==> src/rtl/pipeline_flush_ctrl_pkg.sv <==
// -----------------------------------------------------------------------------
// pipeline_flush_ctrl_pkg
// Shared definitions for the pipeline flush/stall controller:
//   - halt_state_t : 2-bit debug-halt FSM state encoding
//   - DEF_*        : default stage count, flush depths and drain timeout
//   - DRAIN_CNT_W  : width of the drain timeout counter
// Optional feature macro used by the importing files: DEBUG_HALT_EN
// -----------------------------------------------------------------------------
package pipeline_flush_ctrl_pkg;

    typedef enum logic [1:0] {
        ST_RUN    = 2'd0,
        ST_DRAIN  = 2'd1,
        ST_HALTED = 2'd2,
        ST_RESUME = 2'd3
    } halt_state_t;

    localparam int DEF_N_STAGES          = 4;
    localparam int DEF_BR_FLUSH_DEPTH    = 2;
    localparam int DEF_FENCE_FLUSH_DEPTH = 3;
    localparam int DEF_DRAIN_MAX         = 15;
    localparam int DRAIN_CNT_W           = 4;

endpackage

==> src/rtl/pipeline_flush_ctrl_fsm.sv <==
// -----------------------------------------------------------------------------
// debug_halt_fsm
// Debug halt sequencer: RUN -> DRAIN -> HALTED -> RESUME -> RUN, with a drain
// timeout counter. Only instantiated when DEBUG_HALT_EN is defined.
// Ports:
//   clk_i, rst_i        clock, asynchronous active-low reset
//   halt_req_i          debug halt request (honoured only in RUN)
//   resume_req_i        debug resume request (honoured only in HALTED)
//   sys_jump_i          trap/xRET redirect; restarts the drain count
//   stage_valid_i       per-stage valid; stages 2.. must empty before halting
//   flush0_o, flush1_o  flush requests for Fetch / Decode
//   stall_all_o         hold every stage (HALTED)
//   halted_o            core halted
//   halt_pc_sel_o       PCU selects the debug halt address
//   resume_pc_sel_o     PCU selects saved dpc
// -----------------------------------------------------------------------------
module debug_halt_fsm
    import pipeline_flush_ctrl_pkg::*;
#(
    parameter int N_STAGES  = DEF_N_STAGES,
    parameter int DRAIN_MAX = DEF_DRAIN_MAX
) (
    input  logic                clk_i,
    input  logic                rst_i,
    input  logic                halt_req_i,
    input  logic                resume_req_i,
    input  logic                sys_jump_i,
    input  logic [N_STAGES-1:0] stage_valid_i,
    output logic                flush0_o,
    output logic                flush1_o,
    output logic                stall_all_o,
    output logic                halted_o,
    output logic                halt_pc_sel_o,
    output logic                resume_pc_sel_o
);

    halt_state_t            state;
    logic [DRAIN_CNT_W-1:0] drain_cnt;
    logic                   halted_q;
    logic                   resume_q;
    logic                   pipe_empty;
    logic                   drain_timeout;
    logic [1:0]             unused_front_valid;

    // Fetch and Decode are being flushed during the drain, so only the back
    // end has to empty out.
    assign pipe_empty         = ~|stage_valid_i[N_STAGES-1:2];
    assign unused_front_valid = stage_valid_i[1:0];
    // The comparison is against DRAIN_MAX-1 so that exactly DRAIN_MAX cycles
    // are spent in DRAIN before a forced halt.
    assign drain_timeout      = (drain_cnt == DRAIN_CNT_W'(DRAIN_MAX - 1));

    always_ff @(posedge clk_i or negedge rst_i) begin
        if (!rst_i) begin
            state     <= ST_RUN;
            drain_cnt <= '0;
            halted_q  <= 1'b0;
            resume_q  <= 1'b0;
        end else begin
            case (state)
                ST_RUN: begin
                    if (halt_req_i) begin
                        state     <= ST_DRAIN;
                        drain_cnt <= '0;
                    end
                end
                ST_DRAIN: begin
                    // A redirect refills the pipe, so the timeout starts over
                    // while the halt stays pending.
                    if (sys_jump_i) begin
                        drain_cnt <= '0;
                    end else if (pipe_empty || drain_timeout) begin
                        state     <= ST_HALTED;
                        drain_cnt <= '0;
                        halted_q  <= 1'b1;
                    end else begin
                        drain_cnt <= drain_cnt + DRAIN_CNT_W'(1);
                    end
                end
                ST_HALTED: begin
                    if (resume_req_i) begin
                        state    <= ST_RESUME;
                        halted_q <= 1'b0;
                        resume_q <= 1'b1;
                    end
                end
                ST_RESUME: begin
                    state    <= ST_RUN;
                    resume_q <= 1'b0;
                end
                default: begin
                    state    <= ST_RUN;
                    halted_q <= 1'b0;
                    resume_q <= 1'b0;
                end
            endcase
        end
    end

    // The halt-entry flush and PC select must act in the request cycle, so
    // they are decoded from the registered state plus the request.
    assign halt_pc_sel_o   = (state == ST_RUN) & halt_req_i;
    assign flush0_o        = halt_pc_sel_o | (state == ST_DRAIN) | resume_q;
    assign flush1_o        = (state == ST_DRAIN);
    assign stall_all_o     = halted_q;
    assign halted_o        = halted_q;
    assign resume_pc_sel_o = resume_q;

endmodule

==> src/rtl/pipeline_flush_ctrl.sv <==
// -----------------------------------------------------------------------------
// pipeline_flush_ctrl
// Combinational per-stage flush/stall generation for an N_STAGES in-order
// pipeline (stage 0 = Fetch, N_STAGES-1 = Writeback), plus an optional debug
// halt sequencer (debug_halt_fsm), compiled only with `define DEBUG_HALT_EN.
// Ports:
//   clk_i, rst_i                     clock, asynchronous active-low reset
//   branch_taken_i/hit_i/mispredict_i execute-stage branch status
//   is_fencei_i                      fence.i in execute
//   sys_jump_i                       trap or xRET redirect (flushes all)
//   unsupported_instr_i              illegal instruction in decode
//   load_hazard_i                    load-use hazard from decode
//   stall_req_i[N]                   per-stage multi-cycle stall requests
//   stage_valid_i[N]                 per-stage valid (used by the drain)
//   debug_halt_req_i/resume_req_i    debug module requests
//   flush_o[N], stall_o[N]           per-stage flush / hold
//   data_hazard_o                    load-use stall of PCU and Fetch
//   halted_o, halt_pc_sel_o, resume_pc_sel_o  debug status / PC selects
// -----------------------------------------------------------------------------
module pipeline_flush_ctrl
    import pipeline_flush_ctrl_pkg::*;
#(
    parameter int N_STAGES          = DEF_N_STAGES,
    parameter int BR_FLUSH_DEPTH    = DEF_BR_FLUSH_DEPTH,
    parameter int FENCE_FLUSH_DEPTH = DEF_FENCE_FLUSH_DEPTH,
    parameter int DRAIN_MAX         = DEF_DRAIN_MAX
) (
    input  logic                clk_i,
    input  logic                rst_i,
    input  logic                branch_taken_i,
    input  logic                branch_hit_i,
    input  logic                branch_mispredict_i,
    input  logic                is_fencei_i,
    input  logic                sys_jump_i,
    input  logic                unsupported_instr_i,
    input  logic                load_hazard_i,
    input  logic [N_STAGES-1:0] stall_req_i,
    input  logic [N_STAGES-1:0] stage_valid_i,
    input  logic                debug_halt_req_i,
    input  logic                debug_resume_req_i,
    output logic [N_STAGES-1:0] flush_o,
    output logic [N_STAGES-1:0] stall_o,
    output logic                data_hazard_o,
    output logic                halted_o,
    output logic                halt_pc_sel_o,
    output logic                resume_pc_sel_o
);

    logic                branch_flush;
    logic [N_STAGES-1:0] stall_eff;
    logic [N_STAGES-1:0] bubble;
    logic [N_STAGES-1:0] base_flush;
    logic                dbg_flush0;
    logic                dbg_flush1;
    logic                dbg_stall_all;
    logic                dbg_halted;
    logic                dbg_halt_pc_sel;
    logic                dbg_resume_pc_sel;

    assign branch_flush = (branch_taken_i & ~branch_hit_i) | branch_mispredict_i;

`ifdef DEBUG_HALT_EN
    debug_halt_fsm #(
        .N_STAGES  (N_STAGES),
        .DRAIN_MAX (DRAIN_MAX)
    ) u_debug_halt_fsm (
        .clk_i           (clk_i),
        .rst_i           (rst_i),
        .halt_req_i      (debug_halt_req_i),
        .resume_req_i    (debug_resume_req_i),
        .sys_jump_i      (sys_jump_i),
        .stage_valid_i   (stage_valid_i),
        .flush0_o        (dbg_flush0),
        .flush1_o        (dbg_flush1),
        .stall_all_o     (dbg_stall_all),
        .halted_o        (dbg_halted),
        .halt_pc_sel_o   (dbg_halt_pc_sel),
        .resume_pc_sel_o (dbg_resume_pc_sel)
    );
`else
    logic unused_debug;

    assign dbg_flush0        = 1'b0;
    assign dbg_flush1        = 1'b0;
    assign dbg_stall_all     = 1'b0;
    assign dbg_halted        = 1'b0;
    assign dbg_halt_pc_sel   = 1'b0;
    assign dbg_resume_pc_sel = 1'b0;
    assign unused_debug      = debug_halt_req_i | debug_resume_req_i |
                               (|stage_valid_i) | clk_i;
`endif

    always_comb begin
        stall_eff  = '0;
        bubble     = '0;
        base_flush = '0;
        // A stall anywhere downstream backs up every earlier stage.
        for (int k = 0; k < N_STAGES; k++) begin
            stall_eff[k] = (|(stall_req_i >> k)) | dbg_stall_all;
        end
        // The first non-stalled stage behind a stalled one gets a bubble.
        for (int k = 0; k < N_STAGES - 1; k++) begin
            bubble[k+1] = stall_eff[k] & ~stall_eff[k+1];
        end
        for (int k = 0; k < N_STAGES; k++) begin
            base_flush[k] = (is_fencei_i && (k < FENCE_FLUSH_DEPTH)) ||
                            (branch_flush && (k < BR_FLUSH_DEPTH));
        end
        base_flush[0] = base_flush[0] | dbg_flush0;
        base_flush[1] = base_flush[1] | dbg_flush1 | load_hazard_i | unsupported_instr_i;
    end

    // Outputs are forced low while reset is held, even though most of them
    // are combinational functions of the inputs.
    always_comb begin
        flush_o         = '0;
        stall_o         = '0;
        data_hazard_o   = 1'b0;
        halted_o        = 1'b0;
        halt_pc_sel_o   = 1'b0;
        resume_pc_sel_o = 1'b0;
        if (rst_i) begin
            if (sys_jump_i) begin
                flush_o = '1;
            end else begin
                flush_o = base_flush | bubble;
                stall_o = stall_eff;
            end
            data_hazard_o   = load_hazard_i & ~sys_jump_i & ~branch_flush;
            halted_o        = dbg_halted;
            halt_pc_sel_o   = dbg_halt_pc_sel;
            resume_pc_sel_o = dbg_resume_pc_sel;
        end
    end

endmodule

==> config.mk <==
export PLATFORM = sky130hd
export DESIGN_NAME = pipeline_flush_ctrl
export DESIGN_NICKNAME = d
export VERILOG_FILES = /design/src/rtl/pipeline_flush_ctrl_pkg.sv /design/src/rtl/pipeline_flush_ctrl_fsm.sv /design/src/rtl/pipeline_flush_ctrl.sv
export SDC_FILE = /design/constraint.sdc
export NUM_CORES = 1
export LEC_CHECK = 0
export CORE_AREA = 2 2 39 41
export DETAILED_ROUTE_END_ITERATION = 16
export DIE_AREA = 0 0 41 43
export GPL_TIMING_DRIVEN = 0
export PLACE_DENSITY = 0.62
export REMOVE_ABC_BUFFERS = 1
export SKIP_LAST_GASP = 1
export SYNTH_ARGS = -nofsm -noshare
export SYNTH_HDL_FRONTEND = slang
export SYNTH_SLANG_ARGS = --single-unit
==> constraint.sdc <==
create_clock -name vclk -period 0.8
set_input_delay 0.12 -clock vclk [all_inputs]
set_output_delay 0.12 -clock vclk [all_outputs]
set_load 0.005 [all_outputs]
# == Word-level counts from Yosys, hierarchy flattened ==
# Cells that the tools add are included.
# classes
mul,0
eq_ne,0
muxes,5
n_div,0
magnitude_cmp,0
n_reduce_logical,4
addsub,0
n_shift,0
bitwise,16
# ops
operator,count
$mux 4,4
$and 1x1->1,6
$not 1->1,6
$or 3x4->4,1
$reduce_or 4->1,1
$or 1x1->1,3
$reduce_or 3->1,1
$reduce_or 2->1,1
$logic_or 1x1->1,1
$mux 1,1
# word_totals
ff_bits,0
input_bits,19
ramBits,0
out_inout_bits,12
mem_bits_ro,0
memories,0
word_cells,25
latchBits,0

# == Logic depth before layout (Yosys ltp) ==
# logic_depth
ltp_word,9
mapped_depth,3

# == Worst setup path after synthesis ==
# Ideal clock, no wire load.
# synth_path
path_kind,input -> output
from,in branch_hit_i
to,out flush_o[1]
arrival_time_ps,601
cell_stages,3
n_path_buf,0
path_slack_ps,79
cell_sequence,inv_2 -> a2111oi_4 -> a21boi_1
# synth_via
elab_chain_len,9
# synth_rtl
element,line_no,text
"start, declared",pipeline_flush_ctrl.sv:31,"input logic branch_hit_i,"
$not 1->1,pipeline_flush_ctrl.sv:60,assign branch_flush = (branch_taken_i & ~branch_hit_i) | branch_mispredict_i;
$and 1x1->1,pipeline_flush_ctrl.sv:60,
$or 1x1->1,pipeline_flush_ctrl.sv:60,
$logic_or 1x1->1,pipeline_flush_ctrl.sv:106,base_flush[k] = (is_fencei_i && (k < FENCE_FLUSH_DEPTH)) ||
$or 1x1->1 (2 in a row),pipeline_flush_ctrl.sv:110,base_flush[1] = base_flush[1] | dbg_flush1 | load_hazard_i | unsupported_instr_i;
$or 3x4->4,pipeline_flush_ctrl.sv:126,flush_o = base_flush | bubble;
$mux 4,pipeline_flush_ctrl.sv:123,if (sys_jump_i) begin
$mux 4,pipeline_flush_ctrl.sv:122,if (rst_i) begin
"end, declared",pipeline_flush_ctrl.sv:41,"output logic [N_STAGES-1:0] flush_o,"
# Every way passes these cells.

# == Worst setup path in the final report ==
# layout_path
from,in branch_taken_i
to,out flush_o[1]
# layout_via
elab_chain_len,8
# layout_rtl
element,line_no,text
"start, declared",pipeline_flush_ctrl.sv:30,"input logic branch_taken_i,"
$and 1x1->1,pipeline_flush_ctrl.sv:60,
$or 1x1->1,pipeline_flush_ctrl.sv:60,
$logic_or 1x1->1,pipeline_flush_ctrl.sv:106,
$or 1x1->1 (2 in a row),pipeline_flush_ctrl.sv:110,
$or 3x4->4,pipeline_flush_ctrl.sv:126,
$mux 4,pipeline_flush_ctrl.sv:123,
$mux 4,pipeline_flush_ctrl.sv:122,
# Every way passes these cells.

==> flow_summary.json <==
{
  "pin_count": 31,
  "combinationalPowerShare_pct": 100.0,
  "chipWidth_um": 41,
  "status": "finished with violations",
  "hold_viol_final": 0,
  "wl_um": 594,
  "cellPowerDensity_mw_per_mm2": 461,
  "slew_viol_final": 0,
  "crit_path_start_kind": "primary input",
  "die_area_sq_mm": 0.00176,
  "yosysMostFrequentCell": "nor2_1",
  "crit_type": "primary input to output pin",
  "hpwl_um": 455,
  "worstPathRequired_ns": 0.68,
  "p_total_uw": 199,
  "slowest_delay_ns": 0.35,
  "tns_ns": -0.513,
  "yosysUniqueCellTypes": 13,
  "ys_top_cells_by_area": "a2111oi_4 16%, buf_4 13%, nor2b_1 11%",
  "seq_area_frac_synth_pct": 0,
  "endpoint_kind": "output pin",
  "design.seq.count": 0,
  "place.gp.congestion": 0.664,
  "rsz0062_at_grt": "yes",
  "synth_top_cell_area_share_pct": 15.8,
  "grt_overflow": 0,
  "ant_nets": 0,
  "grt_pass1_wl_um": 910,
  "period_needed_ns": 0.935,
  "yosys_warnings": 0,
  "pwr-share-seq_pct": 0,
  "p_sw_uw": 87.3,
  "syn_to_final_growth_pct": 148,
  "p_clk_share_pct": 0,
  "antenna_found_initial": 0,
  "grt_usage_pct": 6.79,
  "netlist_instances": 24,
  "crit_fanout": 2,
  "power.ir.vdd_worst_uv": 171,
  "detailed_place.area_sq_um": 389,
  "wl_per_cell_um": 9.28,
  "cp.arrival_ns": 0.81,
  "netlist_area_sq_um": 174,
  "yosys.area.top_type": "a2111oi_4",
  "start_util_pct": 12.6,
  "path_cells": "buf_8, a2111oi_4, a21boi_1, buf_2",
  "synth_common_cells": "4 x nor2_1, 3 x buf_4, 3 x inv_1, 3 x nor2b_1",
  "regArea_sq_um": 0,
  "routed-via-count": 249,
  "violations": "negative setup slack",
  "cp_slowest_cell": "a2111oi_4",
  "final_area_sq_um": 432,
  "nClkBuffers": 0,
  "worst_slack_ns": -0.135,
  "core-area_sq_mm": 0.00138,
  "intPower_uw": 112,
  "fillers": 169,
  "min_path_type": "primary input to output pin",
  "cap_viol_max_count": 0,
  "drt_iter0_markers": 0,
  "swShare_pct": 43.9,
  "final_nets": 69,
  "grt_max_degree": 6,
  "dp_slack_ns": -0.948,
  "grt_pass1_vias": 227,
  "first_pass_iters": 1,
  "fmax_mhz": 1070,
  "power.leakage_uw": 0.000203,
  "fin_crit_sh_pct": 117,
  "antenna_cells": 0,
  "synth_area_per_cell_sq_um": 7.25,
  "row_count": 14,
  "die_h_um": 43,
  "drive_gt1_share_pct": 72.9,
  "vias_per_cell": 3.89,
  "setup_violations": 8,
  "final_core_utilization_pct": 31.2,
  "port_buffers": 21,
  "drc": 0
}
layer usage:
metal / GRT usage, % / vias up / wire length, um
li1: - / 129 / -
met1: 10.1 / 103 / 242
met2: 10.9 / 17 / 270
met3: 0.524 / 0 / 80
met4: 0 / 0 / 0
met5: 0 / - / 0
final timing paths:
| path | endpoint | start | cells past startpoint | slack [ns] |
|---|---|---|---|---|
| hold / removal | data_hazard_o | branch_mispredict_i | 3 | 0.49 |
| setup / recovery | flush_o[1] | branch_taken_i | 4 | -0.13 |
power groups by stage:
stage               logic, uW  clock network [uW]  registers (uW)
floorplan                50.4                   0               0
global placement          179                   0               0
detailed placement        180                   0               0
CTS                       178                   0               0
global route              216                   0               0
finish                    199                   0               0
area by class of cell:
type / count / area [sq um] / share of cell area [%]
inverter: 4 / 20.0 / 4.64
timing repair buffer: 25 / 201 / 46.7
tap: 16 / 20.0 / 4.64
multi-input combinational: 19 / 190 / 44.1
critical path: cells and delay by family:
family          cells  cell delay, ns
compound gates      2            0.45
buf+inv             2            0.24
placed cells by master, fill, tap and decap left out, drive strengths merged:
| master | synthesis | routed |
|---|---|---|
| nor3 | 1 | 1 |
| inv | 4 | 4 |
| nor2b | 3 | 3 |
| dlygate4sd2 | 0 | 2 |
| nand2b | 1 | 1 |
| clkbuf | 0 | 1 |
| a2111oi | 2 | 2 |
| buf | 3 | 22 |
| a21boi | 1 | 1 |
| nor2 | 4 | 4 |
| conb | 1 | 3 |
| a211oi | 2 | 2 |
| a21oi | 2 | 2 |
through the flow:
| step | std cells | hold slack, ns |
|---|---|---|
| finish | 64 | 0.490 |
| global route | 64 | 0.500 |
| CTS | 61 | 0.491 |
| detailed placement | 60 | 1.21 |
| global placement | 60 | 1.20 |
| floorplan | 23 | 0.269 |
cell families after synthesis:
group / count (synthesis) / synth area share [%]
compound gates: 7 / 43.2
simple gates: 9 / 33.1
other cells: 1 / 2.16
buf+inv: 7 / 21.6
what timing repair did:
action                     CTS  global route
buffers inserted             1             3
gates resized for setup     91            15
hold buffers                 0             0
pin swaps                   11             5
setup endpoints to repair    9             7
(Power assumes the default switching activity.)
